==> src/rtl/mixed_weight_packer.sv <==
// Splits a vector of eight 8-bit weights into 4-bit lane beats, routing each
// outlier's high nibble through a zero-valued donor lane (addr = {outlier, donor}).
module mixed_weight_packer #(
   parameter int LANES = 8,
   parameter int IW    = 8,
   parameter int OW    = 4
) (
   input  logic          clk,
   input  logic          rst_n,
   input  logic          in_valid,
   output logic          in_ready,
   input  logic [IW-1:0] w_in0,
   input  logic [IW-1:0] w_in1,
   input  logic [IW-1:0] w_in2,
   input  logic [IW-1:0] w_in3,
   input  logic [IW-1:0] w_in4,
   input  logic [IW-1:0] w_in5,
   input  logic [IW-1:0] w_in6,
   input  logic [IW-1:0] w_in7,
   input  logic          mod,
   output logic          out_valid,
   input  logic          out_ready,
   output logic [OW-1:0] weight_0,
   output logic [OW-1:0] weight_1,
   output logic [OW-1:0] weight_2,
   output logic [OW-1:0] weight_3,
   output logic [OW-1:0] weight_4,
   output logic [OW-1:0] weight_5,
   output logic [OW-1:0] weight_6,
   output logic [OW-1:0] weight_7,
   output logic          sel,
   output logic [5:0]    addr,
   output logic          out_last
);

   typedef enum logic {IDLE, EMIT} state_t;

   state_t          state_reg, state_next;
   logic [IW-1:0]   in_vec     [LANES];
   logic [IW-1:0]   vec_reg    [LANES];
   logic [OW-1:0]   weight_reg [LANES];
   logic [LANES-1:0] in_mask;
   logic [LANES-1:0] rem_reg;
   logic            sel_reg;
   logic [5:0]      addr_reg;
   logic            last_reg;

   logic [IW-1:0]   src_vec    [LANES];
   logic [LANES-1:0] src_mask;
   logic [OW-1:0]   beat_w     [LANES];
   logic [LANES-1:0] mask_next;
   logic            sel_next;
   logic [5:0]      addr_next;
   logic            last_next;
   logic [2:0]      p, d;
   logic            d_found;

   logic            hs, cap, load;

   assign in_vec[0] = w_in0;
   assign in_vec[1] = w_in1;
   assign in_vec[2] = w_in2;
   assign in_vec[3] = w_in3;
   assign in_vec[4] = w_in4;
   assign in_vec[5] = w_in5;
   assign in_vec[6] = w_in6;
   assign in_vec[7] = w_in7;

   genvar gi;
   generate
      for (gi = 0; gi < LANES; gi++) begin : g_mask
         assign in_mask[gi] = (in_vec[gi][IW-1:OW] != '0) && !mod;
      end
   endgenerate

   assign out_valid = (state_reg == EMIT);
   assign hs        = out_valid && out_ready;
   assign in_ready  = (state_reg == IDLE) || (hs && last_reg);
   assign cap       = in_valid && in_ready;
   assign load      = cap || (hs && !last_reg);

   // A newly captured vector produces its first beat; otherwise the stored
   // vector and remaining mask produce the next follow-up beat.
   always_comb begin
      for (int k = 0; k < LANES; k++) begin
         src_vec[k] = cap ? in_vec[k] : vec_reg[k];
      end
      src_mask = cap ? in_mask : rem_reg;
   end

   always_comb begin
      for (int k = 0; k < LANES; k++) begin
         beat_w[k] = '0;
      end
      mask_next = src_mask;
      sel_next  = 1'b0;
      addr_next = '0;
      p         = '0;
      d         = '0;
      d_found   = 1'b0;
      for (int k = LANES - 1; k >= 0; k--) begin
         if (src_mask[k]) p = k[2:0];
      end
      if (cap) begin
         for (int k = 0; k < LANES; k++) begin
            beat_w[k] = (src_mask[k] && (k[2:0] != p)) ? '0 : src_vec[k][OW-1:0];
         end
         for (int k = LANES - 1; k >= 0; k--) begin
            if ((k[2:0] != p) && (beat_w[k] == '0)) begin
               d       = k[2:0];
               d_found = 1'b1;
            end
         end
         if (src_mask != '0) begin
            if (d_found) begin
               beat_w[d]    = src_vec[p][IW-1:OW];
               sel_next     = 1'b1;
               addr_next    = {p, d};
               mask_next[p] = 1'b0;
            end else begin
               // No zero lane to borrow: the outlier is deferred to a later beat.
               beat_w[p] = '0;
            end
         end
      end else begin
         d            = (p != 3'd0) ? 3'd0 : 3'd1;
         beat_w[p]    = src_vec[p][OW-1:0];
         beat_w[d]    = src_vec[p][IW-1:OW];
         sel_next     = 1'b1;
         addr_next    = {p, d};
         mask_next[p] = 1'b0;
      end
      last_next = (mask_next == '0);
   end

   always_ff @(posedge clk or negedge rst_n) begin
      if (!rst_n) begin
         state_reg <= IDLE;
      end else begin
         state_reg <= state_next;
      end
   end

   always_comb begin
      state_next = state_reg;
      case (state_reg)
         IDLE:    if (cap) state_next = EMIT;
         EMIT:    if (hs && last_reg) state_next = cap ? EMIT : IDLE;
         default: state_next = IDLE;
      endcase
   end

   always_ff @(posedge clk or negedge rst_n) begin
      if (!rst_n) begin
         for (int k = 0; k < LANES; k++) begin
            vec_reg[k]    <= '0;
            weight_reg[k] <= '0;
         end
         rem_reg  <= '0;
         sel_reg  <= 1'b0;
         addr_reg <= '0;
         last_reg <= 1'b0;
      end else if (load) begin
         for (int k = 0; k < LANES; k++) begin
            if (cap) vec_reg[k] <= in_vec[k];
            weight_reg[k] <= beat_w[k];
         end
         rem_reg  <= mask_next;
         sel_reg  <= sel_next;
         addr_reg <= addr_next;
         last_reg <= last_next;
      end else if (hs && last_reg) begin
         for (int k = 0; k < LANES; k++) begin
            weight_reg[k] <= '0;
         end
         rem_reg  <= '0;
         sel_reg  <= 1'b0;
         addr_reg <= '0;
         last_reg <= 1'b0;
      end
   end

   assign weight_0 = weight_reg[0];
   assign weight_1 = weight_reg[1];
   assign weight_2 = weight_reg[2];
   assign weight_3 = weight_reg[3];
   assign weight_4 = weight_reg[4];
   assign weight_5 = weight_reg[5];
   assign weight_6 = weight_reg[6];
   assign weight_7 = weight_reg[7];
   assign sel      = sel_reg;
   assign addr     = addr_reg;
   assign out_last = last_reg;

endmodule
==> config.mk <==
export PLATFORM = sky130hd
export DESIGN_NAME = mixed_weight_packer
export DESIGN_NICKNAME = d
export VERILOG_FILES = /design/src/rtl/mixed_weight_packer.sv
export SDC_FILE = /design/constraint.sdc
export NUM_CORES = 1
export LEC_CHECK = 0
export BUFFER_PORTS_ARGS = -buffer_cell sky130_fd_sc_hd__buf_2
export CAP_MARGIN = 20
export CORE_AREA = 2 2 108 130
export CTS_BUF_LIST = sky130_fd_sc_hd__clkbuf_4 sky130_fd_sc_hd__clkbuf_8 sky130_fd_sc_hd__clkbuf_16
export DETAILED_ROUTE_END_ITERATION = 12
export DIE_AREA = 0 0 110 132
export MAX_ROUTING_LAYER = met4
export PLACE_DENSITY = 0.76
export SYNTH_ARGS = -nofsm -noshare
export SYNTH_HDL_FRONTEND = slang
export SYNTH_SLANG_ARGS = --single-unit
==> constraint.sdc <==
create_clock -name clk -period 3.8 [get_ports clk]
set_clock_uncertainty 0.05 [all_clocks]
set_input_delay 0.38 -clock clk [delete_from_list [all_inputs] [get_ports clk]]
set_output_delay 0.38 -clock clk [all_outputs]
set_load 0.02 [all_outputs]
==> results.md <==
- Outcome: finished, final reports clean
- Worst EP required: 4.06 ns
- Top Family by Delay on Critical Path: compound AO/OA/AOI/OAI gates
- Warnings from Yosys: 0
- Synthesized area: 0.00716 mm2
- First-pass GRT wire length: 44.2 mm
- Initial antenna violation count: 0
- Clock Tree Buf Depth: 2
- Max reg flops: 64
- Clock Sinks: 113
- Reg clk slew, reported paths: 0.06 ns
- Vias per Instance: 6.67
- Maxcap violations: 0
- Final Hold Violating Endpoints: 0
- Utilization after layout: 67.8%
- Filler cell count: 1,113
- GR Overflow Total: 0
- Share of cells above drive strength 1: 28.0%
- Worst Hold Class: in -> reg
- Slew Viols, Final: 0
- Max frequency: 0.274 GHz
- Die Y: 132 um
- Starting Density: 54.3%
- Post-CTS Setup Bufs: 0
- Routability cong.: 1.05
- Post-route setup TNS: 0 ns
- Die Wd: 110 um
- Crit path DAT: 3.91 ns
- Slew @ Worst Pin: 0.850 ns
- Syn_area_per_cell: 8.81 um2
- I/O Buffers: 110
- ANT nets after route: 0
- Largest net degree at the start of global routing: 70
- Pwr Density: 1180 mW/mm2
- Worst skew pair latency: 0.43 ns
- CP bufs+invs: 4
- Drc violations: 0
- Root buf cell: clkbuf_16
- Critical Path, Cell by Cell: a21boi_4 > inv_4 > nand2_2 > or3_1 > buf_4 > a31oi_4 > a211oi_1 > buf_4 > nor3_1 > buf_4 > o2bb2ai_1 > a221o_1
- #FFs+latches synth: 113
- Final-stage net count: 1,045
- Die area: 0.0145 mm2
- Vias: 7,714
- Drt wl/cell: 24.9 um
- Slew margin rel.: 43.3%
- First-pass iteration count of the detailed router: 7
- Critical path class: reg -> reg
- Global Route Usage Sum: 42.1%
- Post-Syn Nets: 882
- H-tree levels: 4
- Synth Flop Type: dfrtp_1
- Routed wire length: 28.8 mm
- Final period utilization: 95.9%
- Slowest CP cell: nor3_1
- Unrepaired setup endpoints after global routing: false
- Power Total: 10.5 mW
- Unique cell type count in the Yosys netlist: 91
- Number of synthesized flops with an enable pin: 0
- Iter 0 DRT Violations: 897
- Min Tclk post-route: 3.64 ns
- CTS tree: built
- Layout area overhead: 24.7%
- # IOs: 111
- Antenna cells: 0
- Core area: 0.0132 mm2
- Final setup viols: 0
- DP HPWL: 22.0 mm
- Vias in the first global route: 7,512
- CP startpoint kind: register
- P_leak: 4.20 nW
- Register area share after synthesis: 39.5%
- Mapped Cells: 813
- Crit path largest cell delay: 0.49 ns
- FP Rows: 46
- Crit Path Max Fanout: 10
- Most used cell along the critical path: buf_4
- Final cell count without fillers: 1,157
- VDD IR-drop max: 0.640 mV
- Setup crit end kind: register
- CTS buffer count: 17
- Dpl cells: 1,124
- Async S/R FF share, synth: 100%
-- cells in the mapped netlist, types with 7 or more instances --
master | number | share of area [%]
inv_1 | 17 | 0.89
a22oi_1 | 22 | 2.3
mux2i_1 | 27 | 3.8
or4_1 | 10 | 1.0
nand3_1 | 19 | 1.3
buf_1 | 7 | 0.37
and3_1 | 7 | 0.61
nor3_1 | 24 | 1.7
a21oi_1 | 30 | 2.1
nor2_1 | 54 | 2.8
o31ai_1 | 9 | 0.94
nand2_1 | 177 | 9.3
mux2_2 | 12 | 1.9
nand4_1 | 11 | 0.96
o21ai_0 | 37 | 2.6
buf_2 | 16 | 1.1
nor4_1 | 11 | 0.96
o221ai_1 | 8 | 0.98
o211ai_1 | 14 | 1.5
dfrtp_1 | 113 | 39
clkbuf_1 | 13 | 0.68
o21ai_1 | 11 | 0.77
a211oi_1 | 8 | 0.84
-- placed cells by master (no fill, tap or decap), types with 5 or more instances in the layout --
| cell | n |
|---|---|
| and2_1 | 5 |
| o21ai_0 | 36 |
| nand3_1 | 19 |
| or3_1 | 5 |
| inv_1 | 17 |
| and3_1 | 7 |
| a221oi_1 | 6 |
| buf_4 | 75 |
| a222oi_1 | 6 |
| nand4_1 | 11 |
| nand2_1 | 177 |
| clkbuf_16 | 17 |
| or4_1 | 10 |
| dfrtp_1 | 113 |
| mux2i_1 | 27 |
| a211oi_1 | 8 |
| o211ai_1 | 14 |
| nor4_2 | 6 |
| o22ai_1 | 5 |
| o21ai_1 | 12 |
| o31ai_1 | 9 |
| nor2_1 | 54 |
| a31oi_1 | 6 |
| buf_2 | 109 |
| mux2_2 | 12 |
| nor3_1 | 24 |
| a21oi_1 | 30 |
| nor4_1 | 11 |
| o2111ai_1 | 5 |
| o221ai_1 | 8 |
| a22oi_1 | 22 |
-- kinds of logic (layout without fill, tap and decap cells) --
| logic type | count (synthesis) | after routing | share of synthesized area (%) |
|---|---|---|---|
| muxes | 41 | 41 | 6.03 |
| and+or+nand+nor | 358 | 358 | 24.3 |
| AOI/OAI and AO/OA | 239 | 239 | 26.0 |
| DFF | 113 | 113 | 39.5 |
| buffers and inverters | 62 | 238 | 4.16 |
-- cell type report --
cell class / count / area (um2) / share of cell area, %
multi-input cells: 638 / 4050 / 45.4
clock inverters: 13 / 136 / 1.53
repair buffers: 188 / 1180 / 13.2
inverters: 18 / 70.1 / 0.785
well taps: 168 / 210 / 2.35
clock buffers: 19 / 453 / 5.07
flip-flops and latches: 113 / 2830 / 31.7
-- report_power, final --
| group | leakage [nW] | switching [mW] | internal, mW |
|---|---|---|---|
| Sequential | 1.43 | 0.289 | 1.74 |
| Clock | 0.281 | 0.616 | 0.996 |
| Combinational | 2.49 | 4.48 | 2.41 |
-- final timing paths --
kind / start / endpoint / slack, ns / cells past startpoint
worst max-delay path: out_last / weight_4[2] / 0.16 / 12
worst min-delay path: w_in4[7] / vec_reg[31] / 0.15 / 3
worst max register to register: out_last / weight_4[2] / 0.16 / 12
worst min register to register: sel / sel / 0.42 / 2
max in group asynchronous: rst_n / vec_reg[6] / 2.44 / 3
min in group asynchronous: rst_n / weight_4[3] / 0.46 / 2
-- routing by layer --
layer / track usage [%] / wire length [um]
met1: 54.5 / 11300
met2: 61.6 / 13200
met3: 9.39 / 2620
met4: 21.2 / 1640
met5: - / 0
-- timing repair --
action / 4_1_cts / 5_1_grt
endpoints found under the setup margin: 0 / 8
hold buffers: 1 / 0
endpoints found under the hold margin: 44 / 0
gates resized for setup: 0 / 1
-- worst reg2reg max path: cells and delay by family (launching register included) --
kind | cells | cell delay (ns)
buffers and inverters | 4 | 0.83
flip-flops | 1 | 0.48
AO/OA/AOI/OAI | 5 | 1.19
AND/OR/NAND/NOR | 3 | 0.97
-- through the flow --
step           hold slack (ns)  cell area, um2  setup slack [ns]
2_1_floorplan           0.0344            7160             0.718
3_3_place_gp             0.373            8320            0.0820
3_5_place_dp             0.377            8320            0.0808
4_1_cts                  0.148            8920             0.238
5_1_grt                  0.162            8930            0.0131
6_report                 0.147            8930             0.155
(Power assumes the default switching activity.)
